File: src/rtl/channel_error_injector.sv
// Noisy-channel stage: registers 2-bit encoded symbols and XORs in LFSR-driven error masks.
// Latency: 1 cycle from valid_i/d_in to valid_o/d_out.
// Backpressure: none; accepts a symbol on every valid_i cycle, gaps freeze all channel state.
//
// Ports:
//   clk, rst           rising-edge clock, asynchronous active-high reset
//   enable_i           1 = inject errors, 0 = clean pass-through (also aborts a burst)
//   burst_i            0 = isolated random errors, 1 = bursts of burst_len_i symbols
//   burst_len_i        burst length in symbols, 0 behaves as 1
//   clr_i              synchronous clear of both counters (wins over a same-cycle symbol)
//   valid_i, d_in      incoming encoded symbol
//   valid_o, d_out     registered, possibly corrupted symbol
//   err_mask_o         mask that was applied to the current d_out
//   err_ct_o, sym_ct_o saturating bit-error and symbol counts
module channel_error_injector #(
   parameter int          N    = 5,
   parameter logic [31:0] SEED = 32'hACE1_0001
) (
   input  logic        clk,
   input  logic        rst,
   input  logic        enable_i,
   input  logic        burst_i,
   input  logic [3:0]  burst_len_i,
   input  logic        clr_i,
   input  logic        valid_i,
   input  logic [1:0]  d_in,
   output logic        valid_o,
   output logic [1:0]  d_out,
   output logic [1:0]  err_mask_o,
   output logic [15:0] err_ct_o,
   output logic [15:0] sym_ct_o
);

   // x^32 + x^22 + x^2 + x + 1, Galois right-shift form
   localparam logic [31:0] TAPS     = 32'h8020_0003;
   // An all-zero LFSR would lock up, so a zero seed is replaced
   localparam logic [31:0] SEED_EFF = (SEED == 32'h0) ? 32'h1 : SEED;
   // Low N bits compared against zero; N=0 gives an empty mask so every symbol is an event
   localparam logic [31:0] EV_MASK  = (N == 0) ? 32'h0 : ((32'h1 << N) - 32'h1);

   typedef enum logic {IDLE, BURST} state_t;

   state_t      state, state_nxt;
   logic [3:0]  rem, rem_nxt;
   logic [31:0] lfsr, lfsr_nxt;
   logic        ev;
   logic [1:0]  cand;
   logic [1:0]  mask;
   logic [3:0]  len_m1;
   logic [16:0] err_sum;

   always_comb begin
      lfsr_nxt = lfsr[0] ? ((lfsr >> 1) ^ TAPS) : (lfsr >> 1);
      ev       = enable_i & ((lfsr & EV_MASK) == 32'h0);
      // A mask of 00 would be a silent event; force a single-bit error instead
      cand     = (lfsr[31:30] == 2'b00) ? 2'b01 : lfsr[31:30];
      len_m1   = (burst_len_i == 4'd0) ? 4'd0 : burst_len_i - 4'd1;
   end

   always_comb begin
      state_nxt = state;
      rem_nxt   = rem;
      mask      = 2'b00;
      if (valid_i) begin
         case (state)
            IDLE: begin
               if (ev) begin
                  mask = cand;
                  if (burst_i) begin
                     // First symbol of the burst is this one; rem counts the rest
                     rem_nxt = len_m1;
                     if (len_m1 != 4'd0) state_nxt = BURST;
                  end
               end
            end
            BURST: begin
               if (!enable_i) begin
                  state_nxt = IDLE;
                  rem_nxt   = 4'd0;
               end else begin
                  // Events during a burst are absorbed: mask applies regardless of ev
                  mask    = cand;
                  rem_nxt = rem - 4'd1;
                  if (rem == 4'd1) state_nxt = IDLE;
               end
            end
            default: begin
               state_nxt = IDLE;
               rem_nxt   = 4'd0;
            end
         endcase
      end
   end

   assign err_sum = {1'b0, err_ct_o} + {16'b0, mask[0]} + {16'b0, mask[1]};

   always_ff @(posedge clk or posedge rst) begin
      if (rst) begin
         state      <= IDLE;
         rem        <= 4'd0;
         lfsr       <= SEED_EFF;
         valid_o    <= 1'b0;
         d_out      <= 2'b00;
         err_mask_o <= 2'b00;
      end else begin
         state      <= state_nxt;
         rem        <= rem_nxt;
         valid_o    <= valid_i;
         err_mask_o <= mask;
         if (valid_i) begin
            lfsr  <= lfsr_nxt;
            d_out <= d_in ^ mask;
         end
      end
   end

   always_ff @(posedge clk or posedge rst) begin
      if (rst) begin
         err_ct_o <= 16'h0;
         sym_ct_o <= 16'h0;
      end else if (clr_i) begin
         err_ct_o <= 16'h0;
         sym_ct_o <= 16'h0;
      end else if (valid_i) begin
         err_ct_o <= err_sum[16] ? 16'hFFFF : err_sum[15:0];
         if (sym_ct_o != 16'hFFFF) sym_ct_o <= sym_ct_o + 16'd1;
      end
   end

endmodule

File: config.mk
export PLATFORM = sky130hd
export DESIGN_NAME = channel_error_injector
export DESIGN_NICKNAME = d
export VERILOG_FILES = /design/src/rtl/channel_error_injector.sv
export SDC_FILE = /design/constraint.sdc
export NUM_CORES = 1
export LEC_CHECK = 0
export ABC_AREA = 1
export CAP_MARGIN = 20
export CORE_MARGIN = 3
export CORE_UTILIZATION = 31
export CTS_CLUSTER_DIAMETER = 50
export DETAILED_ROUTE_END_ITERATION = 8
export DONT_BUFFER_PORTS = 1
export GPL_TIMING_DRIVEN = 0
export PLACE_DENSITY = 0.48
export SYNTH_ARGS = -nofsm -noshare
export SYNTH_HDL_FRONTEND = slang
export SYNTH_SLANG_ARGS = --single-unit
export TNS_END_PERCENT = 1
File: constraint.sdc
create_clock -name clk -period 3.2 [get_ports clk]
set_input_delay 0.48 -clock clk [delete_from_list [all_inputs] [get_ports clk]]
set_output_delay 0.48 -clock clk [all_outputs]
set_load 0.02 [all_outputs]
==> results.yml, run 1 <==
run_status:
  outcome: "finished clean"
routing:
  drt_iter0_drc: 216
  detailedRoute.firstPassIterationCount: 4
  routedWlPerCell_um: 13.5
  wl_mm: 9.52
  avgViaCountPerCell: 4.62
  detailed_route_via_count: 3260
  drc: 0
  route.antenna.remaining_nets: 0
power_and_ir_drop:
  total_switching_power_w: 0.000744
  power_frac_clock_pct: 42.2
  power_leakage_nw: 2.21
  p_sw_share_pct: 27.2
  internal-power_w: 0.00199
  share_comb_of_total_power_pct: 14.1
  power.density_cell_area_mw_per_mm2: 599
  ir_worst_vdd_v: 0.000294
  p_seq_share_pct: 43.8
setup_path:
  critical-path-slowest-cell: "fa_1"
  worst-r2r-cell-count: 15
  worstPathArrival_ps: 3000
  required_ps: 3480
  most_repeated_library_cell_on_the_critical_path: "nand2_1"
  regToRegEndpoint: "err_ct_o[2]"
  worst_setup_path_start_kind: "flop"
  ff2ff_setup_slack_ps: 470
  cpPeakStageDelay_ps: 460
  worstReg2RegStart: "lfsr[0]"
  crit_path_cell_trace: "inv_1, ha_1, nand3_1, nand2_1, nand2_1, fa_1, inv_1, ha_1, nand2_1, nor2_4, nand4_4, buf_6, o21ai_2, nand2_1, nand2_1"
  crit_path_max_fanout: 10
  crit_type: "reg2reg"
  cp-end-kind: "flop"
synthesis:
  synth_cells: 519
  number_of_distinct_standard_cells_referenced_by_the_synthesized_netlist: 30
  postSynthRegisterBits: 74
  postSynthNetCount: 537
  synth_warnings: 0
  postSynthAreaPerCell_um2: 7.66
  syn_area_mm2: 0.00398
  seq_area_frac_synth_pct: 46.8
die:
  floorplan.die_area_mm2: 0.0142
  start_util_pct: 32.4
  core_region_area_mm2: 0.0123
  num_rows: 40
  fp.dieW_um: 119
  io-pin-count: 49
  die_height_um: 119
sta:
  timing.clock.skew_ps: 6.44
  fin_hold_ws_ps: 166
  final_hold_viol_count: 0
  setup_repair_after_global_routing_missed_its_margin: "false"
  final_max_slew_viol_count: 0
  layout_min_cycle_time_ps: 2730
  slack_of_the_critical_path_ps: 474
  worst-slew-pin-transition_ps: 634
  report.final.setup_viol: 0
  achievable_clock_frequency_ghz: 0.367
  slew_headroom_pct: 57.8
  timing.final.crit_share_pct: 85.2
placement:
  placer_s_final_routability_congestion_estimate: 0.825
  place.port_buffers: 0
  post-dp-hpwl_mm: 6.76
  pre_cts_ws_ps: 460
  placedCellCount: 688
  dpl-instance-area_mm2: 0.00422
flow_run:
  max_cap_violations: 0
grt:
  grt_overflow: 0
  grt_pass1_wl_mm: 16.0
  grt_start_max_net_pins: 52
  vias_in_the_first_global_route: 3134
  grt_antenna_before_repair: 0
  grtUsageTotal_pct: 14.2
cells_and_area:
  multiInputGateArea_mm2: 0.00179
  fillerInstances: 1289
  regArea_mm2: 0.00186
  layout.nets: 550
  flow.area_growth_from_synthesis_pct: 14.8
  antenna-diode-count: 0
  mostFrequentLayoutCells: "nand2_1, dfrtp_1, inv_1, o21ai_0, nor2_1"
  drive_gt1_share_pct: 10.1
  layoutNonFillerInstCount: 705
  mostFrequentLayoutCell: "nand2_1"
  post_route_standard_cell_area_excluding_fillers_mm2: 0.00457
clock_network:
  tritoncts: "yes"
  clock-sinks: 74
  clk_latency_ps: 340
  clock_tree.buffer_depth: 2
  cts_root_buf: "clkbuf_16"
  clkSlewWorstSetupHoldPaths_ps: 60
  cts-htree-levels: 3
  cts_buffers: 9
hold_path:
  hold-path-endpoint: "valid_o"
  hold_path.startpoint: "valid_i"
  worst_hold_depth: 0
  worst_hold_path_type: "in2reg"
## per-layer routing
metal | share of wire [%] | GRT usage, % | vias to the layer above
li1 | - | - | 1671
met1 | 45 | 17.7 | 1504
met2 | 46 | 22.6 | 75
met3 | 6.7 | 6.08 | 10
met4 | 1.4 | 3.77 | 0
met5 | 0 | 0 | -
## registers in the layout (all words and copies together) (netlist names)
signal and flops:
sym_ct_o 16, d_out 2, state 1, rem 4, lfsr 32, valid_o 1
err_ct_o 16, err_mask_o 2
## logic make-up (layout without fill, tap and decap cells)
group	Yosys count	count (layout)	synth area share, %
AO/OA/AOI/OAI	70	70	10.2
XOR/XNOR	11	11	2.42
adder cells (fa/ha/maj)	6	6	2.08
buffers and inverters	77	95	8.15
flip-flops	74	74	46.8
AND/OR/NAND/NOR	281	281	30.3
## critical path, delay by kind of cell, from the launching register on
kind	cells	cell delay, ps
AO/OA/AOI/OAI	1	50
adder cells (fa/ha/maj)	3	840
buffers and inverters	3	390
flip-flops	1	380
AND/OR/NAND/NOR	8	1000
## area by class of cell
class | count | area share [%]
buffer | 15 | 2.00
clock buffer | 13 | 5.92
clock inverter | 3 | 1.51
inverter | 62 | 5.15
multi-input combinational | 368 | 39.2
sequential | 74 | 40.8
tap | 168 | 4.60
timing repair buffer | 2 | 0.822
## synth_stat cells
library cell,n,share of area (%)
o211ai_1,6,1.1
nand4_4,1,0.53
nand2_1,179,17
dfrtp_1,65,41
nand2_2,4,0.63
fa_1,1,0.50
nor2_2,1,0.16
xor2_1,7,1.5
nand4_1,8,1.3
dfstp_2,9,5.9
buf_1,1,0.094
nand3b_1,1,0.19
o21ai_0,49,6.2
buf_2,3,0.38
ha_1,5,1.6
buf_12,1,0.50
nand2_4,2,0.57
clkbuf_1,8,0.75
and2_1,2,0.31
o21ai_2,10,2.2
a21boi_0,1,0.19
buf_6,2,0.57
nor2_4,3,0.85
xnor2_1,4,0.88
nand3_1,38,4.8
nand3_2,1,0.25
o21ai_1,3,0.38
inv_1,62,5.9
nor2_1,41,3.9
o22ai_1,1,0.16
## power groups by stage
stage                     logic (W)  registers (W)  clock network [W]
after CTS                  0.000392        0.00120            0.00118
after floorplan            0.000302        0.00119                  0
final                      0.000385        0.00120            0.00115
after detailed placement   0.000389        0.00122                  0
after global placement     0.000375        0.00121                  0
after global routing       0.000467        0.00122            0.00122
## worst max-delay path by stage
stage	startpoint	end	slack, ps	depth (start not counted)
after floorplan	rst	d_out[0]	850	1
after global placement	rst	sym_ct_o[9]	-140	1
after detailed placement	valid_i	err_ct_o[11]	460	14
after CTS	lfsr[0]	err_ct_o[11]	450	15
after global routing	lfsr[0]	err_ct_o[4]	270	15
final	lfsr[0]	err_ct_o[2]	470	15
## per-stage QoR
stage               utilization, %  TNS (ps)  total power [W]
floorplan                        -         0          0.00150
detailed placement            34.4         0          0.00160
CTS                           37.2         0          0.00277
global route                  37.2         0          0.00291
finish                        37.2         0          0.00274
global placement              34.2     -8780          0.00159
## what timing repair did
action / CTS / global route
gates resized for setup: 0 / 0
buffers inserted: 0 / 0
endpoints found under the hold margin: 21 / 0
hold buffers: 1 / 0
(Power assumes the default switching activity.)
==> run 2: changes to the inputs <==
--- a/config.mk
+++ b/config.mk
@@ -7,7 +7,7 @@
 export LEC_CHECK = 0
 export ABC_AREA = 1
 export CAP_MARGIN = 20
-export CORE_MARGIN = 3
+export CORE_MARGIN = 2
 export CORE_UTILIZATION = 31
 export CTS_CLUSTER_DIAMETER = 50
 export DETAILED_ROUTE_END_ITERATION = 8
==> run 2 against run 1 <==
Sequential cell count unchanged. Cell count up 0.43%. Sequential power about the same. Die area down 3.3%. Non-clock buffer count down 1. Sequential share of layout area up 0.47 points. Combinational power about the same. Global-route usage up 0.76 points. Critical path depth unchanged. Critical path type unchanged. Critical endpoint is now err_ct_o[11]. Largest cell class unchanged. Largest power group unchanged.
==> results.yml, run 2 (synthesized netlist as in run 1, its figures left out) <==
run_status:
  outcome: "finished clean"
hold_path:
  worst_hold_path_type: "in2async"
setup_path:
  worstPathArrival_ps: 2970
  worstSetupStartpoint: "lfsr[0]"
  worstReg2RegStart: "lfsr[0]"
  worst_setup_path_start_kind: "flop"
  cp-end-kind: "flop"
  crit_path_max_fanout: 10
  ff2ff_setup_slack_ps: 500
  crit_type: "reg2reg"
  required_ps: 3460
sta:
  slew_headroom_pct: 58.0
  slack_of_the_critical_path_ps: 498
  final_max_slew_viol_count: 0
  setup_repair_after_global_routing_missed_its_margin: "false"
  report.final.setup_viol: 0
  timing.final.crit_share_pct: 84.4
  achievable_clock_frequency_ghz: 0.370
  timing.clock.skew_ps: 4.17
  layout_min_cycle_time_ps: 2700
  final_hold_viol_count: 0
  worst-slew-pin-transition_ps: 628
power_and_ir_drop:
  power.density_cell_area_mw_per_mm2: 578
  ir_worst_vdd_v: 0.000227
  fin_total_pwr_w: 0.00261
  power_leakage_nw: 2.18
clock_network:
  cts-htree-levels: 3
  clk_latency_ps: 330
  cts_root_buf: "clkbuf_16"
  cts_buffers: 9
  post-cts-setup-buffers: 0
  tritoncts: "yes"
  cts.repair.resized: 0
  clock_tree.buffer_depth: 2
  clock-sinks: 74
  clkSlewWorstSetupHoldPaths_ps: 60
  cts_hold_buffers: 0
routing:
  drc: 0
  wl_mm: 9.42
  routedWlPerCell_um: 13.3
  drt_iter0_drc: 181
  avgViaCountPerCell: 4.70
  route.antenna.remaining_nets: 0
  detailed_route_via_count: 3329
  detailedRoute.firstPassIterationCount: 4
cells_and_area:
  reg.largest.list: "lfsr: 32 flops, err_ct_o: 16 flops, sym_ct_o: 16 flops"
  mostFrequentLayoutCells: "nand2_1, dfrtp_1, inv_1, o21ai_0, nor2_1"
  layoutNonFillerInstCount: 708
  antenna-diode-count: 0
  mostFrequentLayoutCell: "nand2_1"
  largest_register_ff_count: 32
  flow.area_growth_from_synthesis_pct: 13.5
  regMostFlops: "lfsr"
  drive_gt1_share_pct: 9.70
  layout.nets: 549
grt:
  grt_antenna_before_repair: 0
  vias_in_the_first_global_route: 3146
  grt_start_max_net_pins: 40
  grt_overflow: 0
  grt_pass1_wl_mm: 15.9
  grtUsageTotal_pct: 15.0
flow_run:
  max_cap_violations: 0
die:
  start_util_pct: 31.6
  core_region_area_mm2: 0.0126
  io-pin-count: 49
  fp.dieW_um: 117
  die_height_um: 117
  floorplan.die_area_mm2: 0.0138
  num_rows: 41
placement:
  placedCellCount: 692
  pre_cts_ws_ps: 489
  post-dp-hpwl_mm: 6.76
  placer_s_final_routability_congestion_estimate: 0.807
  place.port_buffers: 0
==> run 2: power breakdown <==
part | total [W] | switching [W] | internal [W]
Combinational | 0.000386 | 0.000250 | 0.000137
Clock | 0.00102 | 0.000378 | 0.000646
Sequential | 0.00120 | 0.0000937 | 0.00111
Total | 0.00261 | 0.000722 | 0.00189
==> run 2: worst paths after layout <==
kind	depth (start not counted)	to
worst max-delay path	15	err_ct_o[11]
worst min-delay path	1	lfsr[15]
worst max register to register	15	err_ct_o[11]
worst min register to register	2	lfsr[16]
max in group asynchronous	2	lfsr[29]
min in group clk	0	valid_o
==> run 2: area by class of cell <==
cell class / count / area, um2
fill: 1331 / 8050
sequential: 74 / 1860
multi-input combinational: 368 / 1790
clock buffer: 14 / 264
inverter: 62 / 235
tap: 172 / 215
buffer: 15 / 91.3
clock inverter: 2 / 35.0
timing repair buffer: 1 / 20.0
==> run 2: metrics by stage <==
step           cell area (um2)  utilization, %  hold WS, ps  setup TNS [ps]
4_1_cts                   4510            35.9         60.5               0
3_3_place_gp              4190            33.4          466           -7860
2_1_floorplan             3980               -          453               0
5_1_grt                   4510            35.9         88.4               0
6_report                  4510            35.9         45.0               0
3_5_place_dp              4220            33.5          416               0
==> run 2: critical path: stages (launching register included) <==
cell,delay [ps]
dfstp_2,380
inv_1,80
ha_1,210
nand3_1,90
nand2_1,90
nand2_1,110
fa_1,440
inv_1,100
ha_1,160
nand2_1,110
nor2_4,280
nand4_4,190
buf_6,200
o21ai_2,50
nand2_1,60
nand2_1,80
==> run 2: layer usage <==
metal | up-vias | share of wire (%) | track usage (%)
li1 | 1665 | - | -
met1 | 1584 | 46 | 19.7
met2 | 68 | 46 | 23.4
met3 | 12 | 5.3 | 3.81
met4 | 0 | 1.8 | 6.43
met5 | - | 0 | 0
==> run 3: changes to the inputs <==
--- a/config.mk
+++ b/config.mk
@@ -13,7 +13,7 @@
 export DETAILED_ROUTE_END_ITERATION = 8
 export DONT_BUFFER_PORTS = 1
 export GPL_TIMING_DRIVEN = 0
-export PLACE_DENSITY = 0.48
+export PLACE_DENSITY = 0.49
 export SYNTH_ARGS = -nofsm -noshare
 export SYNTH_HDL_FRONTEND = slang
 export SYNTH_SLANG_ARGS = --single-unit
==> constraint.sdc (replaced) <==
create_clock -name clk -period 2.2 [get_ports clk]
set_input_delay 0.33 -clock clk [delete_from_list [all_inputs] [get_ports clk]]
set_output_delay 0.33 -clock clk [all_outputs]
set_load 0.02 [all_outputs]
==> run 3 against run 2 <==
The flow now finishes with violations (setup timing). Via count shrank 1.0%. First-iteration DRC count shrank 4.4%. Sequential cell count is the same. Clock-buffer cell count shrank 3. Highest routed layer unchanged.
==> results.yml, run 3 (synthesized netlist as in run 1, its figures left out) <==
grt:
  grt_antenna_before_repair: 0
  grtUsageTotal_pct: 14.9
  grt_overflow: 0
  grt_start_max_net_pins: 69
  vias_in_the_first_global_route: 3089
  grt_pass1_wl_mm: 15.8
clock_network:
  clkSlewWorstSetupHoldPaths_ps: 60
  cts-htree-levels: 3
  cts_buffers: 9
  clk_latency_ps: 330
  clock_tree.buffer_depth: 2
  tritoncts: "yes"
  cts_root_buf: "clkbuf_16"
  clock-sinks: 74
sta:
  final_hold_viol_count: 0
  setup_repair_after_global_routing_missed_its_margin: "true"
  setup-tns-final_ps: -1100
  layout_min_cycle_time_ps: 2300
  report.final.setup_viol: 16
  slack_of_the_critical_path_ps: -102
  achievable_clock_frequency_ghz: 0.434
  fin_hold_ws_ps: 33.9
  slew_headroom_pct: 54.2
  worst-slew-pin-transition_ps: 685
  final_max_slew_viol_count: 0
  timing.final.crit_share_pct: 105
  timing.clock.skew_ps: 4.89
cells_and_area:
  fillerInstances: 1344
  postLayoutCoreUtil_pct: 37.8
  post_route_standard_cell_area_excluding_fillers_mm2: 0.00474
  drive_gt1_share_pct: 14.7
  mostFrequentLayoutCell: "nand2_1"
  reg.largest.list: "lfsr: 32 flops, err_ct_o: 16 flops, sym_ct_o: 16 flops"
  layout.nets: 558
  antenna-diode-count: 0
  mostFrequentLayoutCells: "nand2_1, dfrtp_1, inv_1, o21ai_0, nor2_1"
  largest_register_ff_count: 32
  flow.area_growth_from_synthesis_pct: 19.3
  regMostFlops: "lfsr"
die:
  io-pin-count: 49
  die_height_um: 117
  floorplan.die_area_mm2: 0.0138
  num_rows: 41
  core_region_area_mm2: 0.0126
  start_util_pct: 31.6
  fp.dieW_um: 117
hold_path:
  worst_hold_path_type: "in2reg"
placement:
  place.port_buffers: 0
  placer_s_final_routability_congestion_estimate: 0.813
  post-dp-hpwl_mm: 6.63
  pre_cts_ws_ps: -343
  dpl-instance-area_mm2: 0.00424
setup_path:
  crit_type: "reg2reg"
  cp-end-kind: "flop"
  crit_path_max_fanout: 5
  critical-path-slowest-cell: "fa_2"
  required_ps: 2460
  cp_num_buf_inv: 3
  worstPathArrival_ps: 2560
  family_of_cells_with_the_greatest_summed_delay_on_the_critical_path: "simple AND/OR/NAND/NOR gates"
  worst_setup_path_start_kind: "flop"
  cpPeakStageDelay_ps: 380
  crit_path_cell_trace: "inv_2, ha_4, nand3_2, nand2_2, nand2_4, fa_2, inv_2, ha_4, nand2_4, nor2_4, nand4_4, buf_8, o21ai_2, nand2_1, nand2_1"
routing:
  route.antenna.remaining_nets: 0
  drc: 0
  avgViaCountPerCell: 4.60
  drt_iter0_drc: 173
  detailedRoute.firstPassIterationCount: 6
  detailed_route_via_count: 3295
  routedWlPerCell_um: 13.2
  wl_mm: 9.49
power_and_ir_drop:
  share_comb_of_total_power_pct: 16.1
  p_seq_share_pct: 42.0
  total_switching_power_w: 0.00111
  power_frac_clock_pct: 41.9
  p_sw_share_pct: 26.8
  power.density_cell_area_mw_per_mm2: 875
  internal-power_w: 0.00304
  power_leakage_nw: 2.30
  ir_worst_vdd_v: 0.000372
run_status:
  failed_checks: "setup timing"
  outcome: "finished, violations left"
flow_run:
  max_cap_violations: 0
==> run 3: metrics by stage <==
stage / total power, W / cells
after CTS: 0.00420 / 717
after global placement: 0.00232 / 691
after floorplan: 0.00219 / 519
final: 0.00415 / 717
after global routing: 0.00439 / 717
after detailed placement: 0.00235 / 692
==> run 3: worst paths after layout <==
path                            depth (start not counted)  slack, ps  startpoint      endpoint
worst max register to register                         15       -100     lfsr[0]  err_ct_o[11]
worst max-delay path                                   15       -100     lfsr[0]  err_ct_o[11]
worst min register to register                          2        480     lfsr[7]       lfsr[6]
max in group asynchronous                               3       1240         rst      lfsr[23]
min in group asynchronous                               2        370         rst      lfsr[10]
worst min-delay path                                    0         30     valid_i       valid_o
==> run 3: per-layer routing <==
| layer | global-route usage [%] | vias to the layer above | wire length [um] |
|---|---|---|---|
| li1 | - | 1679 | - |
| met1 | 19.2 | 1544 | 4310 |
| met2 | 24.3 | 65 | 4500 |
| met3 | 4.43 | 7 | 567 |
| met4 | 4.24 | 0 | 110 |
| met5 | 0 | - | 0 |
==> run 3: final cells by class <==
class	count	area (um2)	area share, %
Buffer	15	95.1	2.00
Clock buffer	11	253	5.33
Clock inverter	5	100	2.11
Inverter	62	235	4.96
Multi-Input combinational cell	368	1870	39.4
Sequential cell	74	1860	39.3
Tap cell	172	215	4.54
Timing Repair Buffer	10	115	2.43
==> run 3: repair_timing <==
item	4_1_cts	5_1_grt
gates resized for setup	14	4
hold buffers	1	0
endpoints found under the hold margin	6	0
setup endpoints to repair	16	16
setup buffers	7	0
pin swaps	8	2
cloned	1	0
==> run 3: power groups by stage <==
stage	Combinational (W)	Sequential (W)	Clock, W
after floorplan	0.000449	0.00174	0
after global placement	0.000558	0.00176	0
after detailed placement	0.000579	0.00177	0
after CTS	0.000679	0.00174	0.00178
after global routing	0.000773	0.00177	0.00184
final	0.000667	0.00174	0.00174
==> edit (flow settings as in run 3) <==
Register the output `sym_ct_o` once more; this adds one clock of latency there. The other outputs are not delayed to match.
--- a/src/rtl/channel_error_injector.sv
+++ b/src/rtl/channel_error_injector.sv
@@ -41,2 +41,4 @@
    typedef enum logic {IDLE, BURST} state_t;
+
+   logic [15:0] sym_ct_s0;
 
@@ -119,9 +121,17 @@
          err_ct_o <= 16'h0;
-         sym_ct_o <= 16'h0;
+         sym_ct_s0 <= 16'h0;
       end else if (clr_i) begin
          err_ct_o <= 16'h0;
-         sym_ct_o <= 16'h0;
+         sym_ct_s0 <= 16'h0;
       end else if (valid_i) begin
          err_ct_o <= err_sum[16] ? 16'hFFFF : err_sum[15:0];
-         if (sym_ct_o != 16'hFFFF) sym_ct_o <= sym_ct_o + 16'd1;
+         if (sym_ct_s0 != 16'hFFFF) sym_ct_s0 <= sym_ct_s0 + 16'd1;
+      end
+   end
+
+   always_ff @(posedge clk or posedge rst) begin
+      if (rst) begin
+         sym_ct_o <= '0;
+      end else begin
+         sym_ct_o <= sym_ct_s0;
       end
Behaviour: not the same (a bounded check fails within 4 cycles, from zero or initial values and one cycle with rst high).
==> edit against run 3 <==
  * The run still ends with setup timing left
  * Setup slack worse by 22 ps
  * Clock skew up 3.6 ps
  * Sequential cell count up 16
  * First-iteration DRC count down 1.2%
  * Non-clock buffer count up 1
  * Routed wire length up 6.9%
  * Global-route usage down 0.093 points
  * Final area up 8.2%
  * Die area up 8.7%
  * Combinational power up 8.4%
  * Area after synthesis up 9.1%
  * Power up 2.4%
  * Final cell count up 3.5%
==> edit: results (changes against run 3) <==
GRT met1 Usage: 20.0% (+0.82 points)
hold buffer count at cts: 2 (+1)
failing checks: setup timing
DP Area: 0.00461 mm^2 (+8.7%)
PnR worst setup slack: -124 ps (-21.8 ps)
GP Congestion: 0.826 (+1.6%)
first-pass GRT wire length: 17100 um (+8.0%)
WL per Instance: 13.7 um (+3.3%)
DRT iter0 DRCs: 171 (-1.2%)
PostCTS Resize Cnt: 26 (+12)
vias in the first global route: 3367 (+9.0%)
GR Layer Usage met2: 22.7% (-1.6 points)
share of power burned in registers: 48.3% (+6.3 points)
met3 usage: 4.65% (+0.22 points)
critical path endpoint: err_ct_o[0]
met2 wire length: 4800 um (+6.6%)
outcome: finished with violations
post-CTS setup buffers: 5 (-2)
Hold Path Sink: d_out[1]
NumNets Final: 575 (+3.0%)
Placed Cells: 714 (+3.2%)
synth cell count leaders: nand2_1 (174), dfrtp_1 (81), inv_1 (59), o21ai_0 (57), nor2_1 (42)
gr usage total: 14.8% (-0.093 points)
relative slew slack: 51.7% (-2.5 points)
routed metal-1 wirelength: 4800 um (+11%)
final setup TNS: -1530 ps (-429 ps)
Net Sw Power: 0.00122 W (+9.6%)
Synth cell types: 33 (+10%)
sw frac: 28.7% (+1.9 points)
WHS Path Cells: 2 (+2)
Final setup viols: 16 (unchanged)
syn_nets: 550 (+2.4%)
Gate Count Post-Synth: 532 (+2.5%)
## edit: cell types whose count changed in the layout (fill, tap and decap cells not counted), sizes merged, moves of 2 or more
cell / run 3 / this run
clkinvlp: 0 / 2
buf: 15 / 19
dfrtp: 65 / 81
o211ai: 6 / 3
clkbuf: 20 / 16
xor2: 7 / 10
bufinv: 3 / 0
nor2: 45 / 49
nand2: 185 / 178
## edit: kinds of logic (layout without fill, tap and decap cells)
group | after synthesis | after routing | share of synthesized area (%)
and+or+nand+nor | 277 | 278 | 27.1
DFF | 90 | 90 | 52.2
adders and majority gates | 6 | 6 | 1.90
buffers and inverters | 74 | 103 | 7.07
xor gates and xnor gates | 14 | 14 | 2.83
AOI/OAI and AO/OA | 71 | 71 | 8.91
## edit: cell type report
cell class              count  area [um^2]  area share [%]
plain buffers              13         77.6            1.51
multi-input cells         369         1910            37.2
clock buffers              11          253            4.92
flip-flops and latches     90         2260            44.1
clock inverters             5         35.0           0.682
well taps                 180          225            4.39
inverters                  61          233            4.53
repair buffers             13          140            2.73
